===== src/rtl/shift_reg_sipo_if.sv =====
// Bundle for the serial-in / parallel-out deserializer: the serial input side,
// the parallel output handshake and the status signals.
interface shift_reg_sipo_if #(
  parameter int size = 8
);
  localparam int CW = $clog2(size);

  logic            datain;
  logic            din_valid;
  logic            sync;
  logic [size-1:0] dataout;
  logic            dout_valid;
  logic            dout_ready;
  logic            overrun;
  logic            overrun_clr;
  logic [CW-1:0]   bit_cnt;

  // Producer/consumer side: drives serial bits, accepts words.
  modport master (
    output datain, din_valid, sync, dout_ready, overrun_clr,
    input  dataout, dout_valid, overrun, bit_cnt
  );

  // Deserializer side.
  modport slave (
    input  datain, din_valid, sync, dout_ready, overrun_clr,
    output dataout, dout_valid, overrun, bit_cnt
  );
endinterface


===== src/rtl/shift_reg_sipo.sv =====
// Serial-in parallel-out deserializer. Collects qualified serial bits into a
// size-bit word, presents each completed word on a registered output with a
// valid/ready handshake, supports frame resync and flags dropped words.
module shift_reg_sipo #(
  parameter int size      = 8,
  parameter bit MSB_FIRST = 1'b1
) (
  input  logic             clk,
  input  logic             reset,
  shift_reg_sipo_if.slave  bus
);
  localparam int            CW   = $clog2(size);
  localparam logic [CW-1:0] LAST = CW'(size - 1);

  logic [size-1:0] sr;
  logic [size-1:0] sr_shift;
  logic [size-1:0] dout_q;
  logic            dvalid_q;
  logic            ovr_q;
  logic [CW-1:0]   cnt_q;
  logic            complete;
  logic            accept;
  logic            drop;

  // Shifted value including the current bit, plus handshake qualifiers.
  always_comb begin
    sr_shift = '0;
    if (MSB_FIRST) sr_shift = {sr[size-2:0], bus.datain};
    else           sr_shift = {bus.datain, sr[size-1:1]};
    accept   = dvalid_q & bus.dout_ready;
    complete = bus.din_valid & ~bus.sync & (cnt_q == LAST);
    drop     = complete & dvalid_q & ~bus.dout_ready;
  end

  // Shift register and bit counter; a sync restarts the word count, and any
  // leftover bits in sr are pushed out before that new word completes.
  always_ff @(posedge clk or negedge reset) begin
    if (!reset) begin
      sr    <= '0;
      cnt_q <= '0;
    end else begin
      if (bus.din_valid) sr <= sr_shift;
      if (bus.sync)
        cnt_q <= bus.din_valid ? CW'(1) : '0;
      else if (bus.din_valid)
        cnt_q <= (cnt_q == LAST) ? '0 : cnt_q + 1'b1;
    end
  end

  // Output word register, valid flag and sticky overrun.
  always_ff @(posedge clk or negedge reset) begin
    if (!reset) begin
      dout_q   <= '0;
      dvalid_q <= 1'b0;
      ovr_q    <= 1'b0;
    end else begin
      if (complete && (!dvalid_q || accept)) begin
        dout_q   <= sr_shift;
        dvalid_q <= 1'b1;
      end else if (accept) begin
        dvalid_q <= 1'b0;
      end
      if (drop)                 ovr_q <= 1'b1;
      else if (bus.overrun_clr) ovr_q <= 1'b0;
    end
  end

  assign bus.dataout    = dout_q;
  assign bus.dout_valid = dvalid_q;
  assign bus.overrun    = ovr_q;
  assign bus.bit_cnt    = cnt_q;
endmodule


===== src/flat_wrapper.sv =====
// flat-port wrapper written by rule: the top's interface ports become plain ports
module shift_reg_sipo_flat 
#(
  parameter int size      = 8,
  parameter bit MSB_FIRST = 1'b1
)
  (clk, reset, bus_datain, bus_din_valid, bus_sync, bus_dout_ready, bus_overrun_clr, bus_dataout, bus_dout_valid, bus_overrun, bus_bit_cnt);
  shift_reg_sipo_if #(.size(size)) bus_i ();
  input  logic clk;
  input  logic reset;
  input wire logic [$bits(bus_i.datain)-1:0] bus_datain;
  input wire logic [$bits(bus_i.din_valid)-1:0] bus_din_valid;
  input wire logic [$bits(bus_i.sync)-1:0] bus_sync;
  input wire logic [$bits(bus_i.dout_ready)-1:0] bus_dout_ready;
  input wire logic [$bits(bus_i.overrun_clr)-1:0] bus_overrun_clr;
  output wire logic [$bits(bus_i.dataout)-1:0] bus_dataout;
  output wire logic [$bits(bus_i.dout_valid)-1:0] bus_dout_valid;
  output wire logic [$bits(bus_i.overrun)-1:0] bus_overrun;
  output wire logic [$bits(bus_i.bit_cnt)-1:0] bus_bit_cnt;
  assign bus_i.datain = bus_datain;
  assign bus_i.din_valid = bus_din_valid;
  assign bus_i.sync = bus_sync;
  assign bus_i.dout_ready = bus_dout_ready;
  assign bus_i.overrun_clr = bus_overrun_clr;
  assign bus_dataout = bus_i.dataout;
  assign bus_dout_valid = bus_i.dout_valid;
  assign bus_overrun = bus_i.overrun;
  assign bus_bit_cnt = bus_i.bit_cnt;
  shift_reg_sipo #(.size(size), .MSB_FIRST(MSB_FIRST)) u_core (.clk(clk), .reset(reset), .bus(bus_i));
endmodule

===== config.mk =====
export PLATFORM = sky130hd
export DESIGN_NAME = shift_reg_sipo_flat
export DESIGN_NICKNAME = d
export VERILOG_FILES = /design/src/rtl/shift_reg_sipo_if.sv /design/src/rtl/shift_reg_sipo.sv /design/src/flat_wrapper.sv
export SDC_FILE = /design/constraint.sdc
export NUM_CORES = 1
export LEC_CHECK = 0
export ABC_CLOCK_PERIOD_IN_PS = 1340
export BUFFER_PORTS_ARGS = -buffer_cell sky130_fd_sc_hd__buf_2
export CAP_MARGIN = 20
export CORE_ASPECT_RATIO = 0.9
export CORE_UTILIZATION = 45
export DETAILED_ROUTE_END_ITERATION = 12
export HOLD_SLACK_MARGIN = 0.05
export PLACE_DENSITY_LB_ADDON = 0.25
export SLEW_MARGIN = 20
export SYNTH_ARGS = -nofsm -noshare
export SYNTH_HDL_FRONTEND = slang
export SYNTH_SLANG_ARGS = --single-unit

===== constraint.sdc =====
create_clock -name clk -period 1.34 [get_ports clk]
set_input_delay 0.134 -clock clk [delete_from_list [all_inputs] [get_ports clk]]
set_output_delay 0.134 -clock clk [all_outputs]
set_load 0.02 [all_outputs]

Word level (Yosys, flattened, before mapping)
Cells that the tools add are included.
{ "totals": {"reg_bits": 20, "inputBits": 7, "out_inout_bits": 13} }
{ "op_classes": {"n_addsub": 1, "eq_ne": 1, "muxes": 8, "n_bitwise": 7, "reduce_logical": 6} }
{ "op_table": {"columns": ["op", "count"], "rows": [
  ["$mux 3", 3],
  ["$reduce_bool 2->1", 3],
  ["$and 1x1->1", 5],
  ["$mux 1", 5],
  ["$add 3x1->3 const B", 1],
  ["$eq 3x3->1 const B", 1],
  ["$not 1->1", 2],
  ["$logic_and 1x1->1", 1],
  ["$logic_not 1->1", 1],
  ["$logic_or 1x1->1", 1]
]} }

Logic depth before layout (Yosys ltp)
{ "logic_depth": {"depth_word": 6, "depth_mapped": 6, "mapped_depth_nobuf": 5} }

Worst setup path after synthesis
No wires, ideal clock.
{ "synth_timing": {"path_kind": "register -> register", "start": "reg u_core.cnt_q[0], in the netlist u_core.bus.bit_cnt[0]", "end": "reg u_core.dout_q[0], in the netlist u_core.bus.dataout[0]", "setup_time_ps": 125, "arrival_time_ps": 1506, "t_required_ps": 1215, "setup_slack_ps": -291, "path_stages_with_launch": 7, "path_buffers": 1, "cell_sequence": "dfrtp_1 > ha_1 > ha_1 > nand3b_4 > nor2b_2 > buf_6 > mux2_4"} }
{ "synth_via": {"elab_chain_cells": 3} }
{ "synth_rtl": {"columns": ["element", "line_no", "source"], "rows": [
  ["start, declared", "shift_reg_sipo.sv:20", "logic [CW-1:0] cnt_q;"],
  ["start signal, assigned", "shift_reg_sipo.sv:44", "cnt_q <= bus.din_valid ? CW'(1) : '0;"],
  ["start signal, assigned", "shift_reg_sipo.sv:46", "cnt_q <= (cnt_q == LAST) ? '0 : cnt_q + 1'b1;"],
  ["$eq 3x3->1", "shift_reg_sipo.sv:31", "complete = bus.din_valid & ~bus.sync & (cnt_q == LAST);"],
  ["$and 1x1->1", "shift_reg_sipo.sv:31", null],
  ["$logic_and 1x1->1", "shift_reg_sipo.sv:57", "if (complete && (!dvalid_q || accept)) begin"],
  ["end signal, assigned", "shift_reg_sipo.sv:58", "dout_q <= sr_shift;"],
  ["end, declared", "shift_reg_sipo.sv:17", "logic [size-1:0] dout_q;"]
]} }
Every way passes these cells.
A chain may end at the register's enable or synchronous reset.

Final worst setup path
{ "layout_timing": {"start": "reg u_core.cnt_q[1], in the netlist u_core.bus.bit_cnt[1]", "end": "reg u_core.dout_q[3], in the netlist u_core.bus.dataout[3]"} }
Same word-level chain as after synthesis.

==> metrics.md <==
| Metric | Value |
|---|---|
| Syn Nets | `64` |
| Die Wd | `approximately 48 um` |
| Top cell type's share of synthesized area | `0.594` |
| Tot Pwr | `between 0.001 and 0.0015 W` |
| Max IR drop VDD | `about 740 uV` |
| Clock share of power | `0.275` |
| Req. time, crit path | `approximately 1.5 ns` |
| DR vias/cell | `between 4 and 5` |
| Nets@finish | `100` |
| N_diodes | `0` |
| Net Sw Frac | `0.235` |
| Met3 wire length | `approximately 79 um` |
| Worst slew margin | `0.712` |
| Detail Route met2 WL | `644 um` |
| Placed insts | `around 100` |
| Final WL | `roughly 1400 um` |
| HPWL Detailed | `about 1000 um` |
| Violated checks | `setup timing` |
| Uppermost layer routed | `met4` |
| Reg power frac | `0.588` |
| Initial core utilization | `0.491` |
| Vias in the first global route | `about 530` |
| Die area | `around 2000 sq um` |
| DR iter-0 viols | `7` |
| Final Cell Area | `roughly 1100 sq um` |
| CP endpoint kind | `register` |
| CP Max Fanout | `4` |
| Top cells by area in the synthesized netlist | `dfrtp_1, mux2_4, mux2_2, ha_1, nand3b_4` |
| Final worst slack | `-0.0918 ns` |
| Cell with the most instances after synthesis | `dfrtp_1` |
| Layout cells sized above 1 | `0.611` |
| Wire length per cell | `around 12 um` |
| Final min period | `around 1.4 ns` |
| Largest net degree at the start of global routing | `21` |
| DRC Markers | `0` |
| Fmax | `roughly 700 MHz` |
| Cell taking the most area after synthesis | `dfrtp_1` |
| Dpl ws | `-0.105 ns` |
| Via count | `534` |
| Setup CP Type | `register to register` |
| RSZ-0062 raised after global routing | `yes` |
| Seq/Total Area, Yosys | `0.594` |
| GPL Wtd Cong | `approximately 0.67` |
| Least-Margin Pin Slew | `0.432 ns` |
| CTS clk-pin slew, worst paths | `about 0.10 ns` |
| Switch Pwr | `around 0.00029 W` |
| DRT antenna net count | `0` |
| Clock buffer depth | `2` |
| Post-Synthesis Mean Instance Area | `~15 sq um` |
| Lkg Pwr | `about 0.60 nW` |
| Outcome | `complete, but fails checks` |
| # rows | `14` |
| Placed inst area | `about 1000 sq um` |
| CORE AREA | `roughly 1700 sq um` |
| Logic gate share of total power | `0.138` |
| I/O Pins | `20` |
| Power density cells | `around 1100 nW/um^2` |
| Port Buf Inserts | `19` |
| Post-Syn Area | `~840 sq um` |
| Die Y | `between 40 and 50 um` |
| Crit start category | `register` |
| Yosys warnings | `0` |
| Root Buffer | `clkbuf_4` |
| Min-delay worst type | `primary input to register` |
| Internal power | `a little over 0.0009 W` |
| Post-synth EDFFs | `0` |
| Post-Syn Instances | `55` |
| Crit share post-route | `1.07` |
| Antenna violations before repair | `0` |
| Clk_lat worst skew | `between 0.2 and 0.3 ns` |
| Finish-stage setup viols | `9` |
| CTS tree | `done` |
| Area added between synthesis and finish | `35.4%` |
| GRT Util Overall | `0.165` |
| Max cap viols | `0` |
| DR pass1 iterations | `4` |
| Clk_skew | `0.00255 ns` |
| Synth cell count leaders | `dfrtp_1, mux2_4, mux2_2, nand2_1, nor2_1` |
| Main synth FF type | `dfrtp_1` |
| Async S/R FF share, synth | `1.00` |
| Final Instance Count excl. Fillers | `114` |
| Final max-slew violation count | `0` |
| Wl on met1 | `673 um` |
| Total grt overflow | `0` |
| First-pass GRT wire length | `~2300 um` |
| Clock sinks | `20` |
| Count of cell types in the netlist | `17` |
| FF+latch count, synth | `20` |
| Final Hold Vio Count | `0` |
| Worst endpoint data arrival time | `1.62 ns` |
| Setup TNS | `-0.749 ns` |
| CTS buffer count | `3` |
| H-tree level count | `1` |
[path summary, 6_finish.rpt]
| check | startpoint | cells past startpoint | endpoint | slack [ns] |
|---|---|---|---|---|
| worst min-delay path | bus_datain | 2 | u_core.bus.dataout[0]$_DFFE_PN0P_ | 0.08 |
| min in group asynchronous | reset | 2 | u_core.bus.dataout[5]$_DFFE_PN0P_ | 0.30 |
| max in group asynchronous | reset | 2 | u_core.bus.bit_cnt[0]$_DFFE_PN0P_ | 0.72 |
| worst max register to register | u_core.bus.bit_cnt[1]$_DFFE_PN0P_ | 6 | u_core.bus.dataout[3]$_DFFE_PN0P_ | -0.09 |
| worst max-delay path | u_core.bus.bit_cnt[1]$_DFFE_PN0P_ | 6 | u_core.bus.dataout[3]$_DFFE_PN0P_ | -0.09 |
| worst min register to register | u_core.bus.dataout[6]$_DFFE_PN0P_ | 1 | u_core.bus.dataout[6]$_DFFE_PN0P_ | 0.52 |
[state kept, by name (all words and copies together), names as in the netlist]
name,flops
u_core.bus.bit_cnt,3
u_core.bus.dataout,8
u_core.bus.overrun,1
u_core.sr,7
u_core.bus.dout_valid,1
[layout by cell type (no fill, tap or decap), drive strengths merged]
cell type,count
dfrtp,20
o21ai,1
ha,2
dlygate4sd3,3
buf,30
clkbuf,4
nand2,3
nand3b,2
o22ai,1
nor2,3
mux2,15
inv,1
a21oi,1
mux2i,1
nand2b,2
nor2b,1
[timing repair]
action	CTS	global route
gates resized for setup	3	0
setup buffers	1	2
hold endpoints to repair	23	0
pin swaps	1	1
hold buffers	3	0
endpoints found under the setup margin	8	8
[per-stage QoR]
stage,hold WS [ns],utilization
after floorplan,-0.162,-
after global placement,0.101,0.605
after detailed placement,0.0991,0.605
after CTS,0.0674,0.655
after global routing,0.0692,0.664
final,0.0816,0.664
[logic make-up after synthesis]
kind of cell | count (synthesis) | synth area share
AOI/OAI and AO/OA | 3 | 0.0193
adders and majority gates | 2 | 0.0297
and+or+nand+nor | 11 | 0.0847
muxes | 16 | 0.248
buffers and inverters | 3 | 0.0238
DFF | 20 | 0.594
[critical path, cell delays in order, from the launching register on]
cell and delay (ns):
dfrtp_2 0.40, ha_4 0.14, ha_4 0.13, nand3b_4 0.09
nor2b_4 0.14, buf_6 0.13, mux2_4 0.29
[per-layer routing]
metal,GRT usage,vias to the layer above
li1,-,261
met1,0.219,253
met2,0.255,18
met3,0.0638,2
met4,0.0333,0
met5,0,-
[power by group through the flow]
stage	registers, W	clock network, W	logic (W)
after floorplan	0.000733	0	0.0000847
final	0.000716	0.000334	0.000168
after global routing	0.000725	0.000377	0.000184
after global placement	0.000725	0	0.000159
after CTS	0.000715	0.000352	0.000170
after detailed placement	0.000728	0	0.000163
[cell type report]
class	instances	area, sq um
clock buffers	4	36.3
fillers	134	577
inverters	1	3.75
multi-input cells	32	352
flip-flops and latches	20	503
well taps	24	30.0
repair buffers	33	215
(Power assumes the default switching activity.)
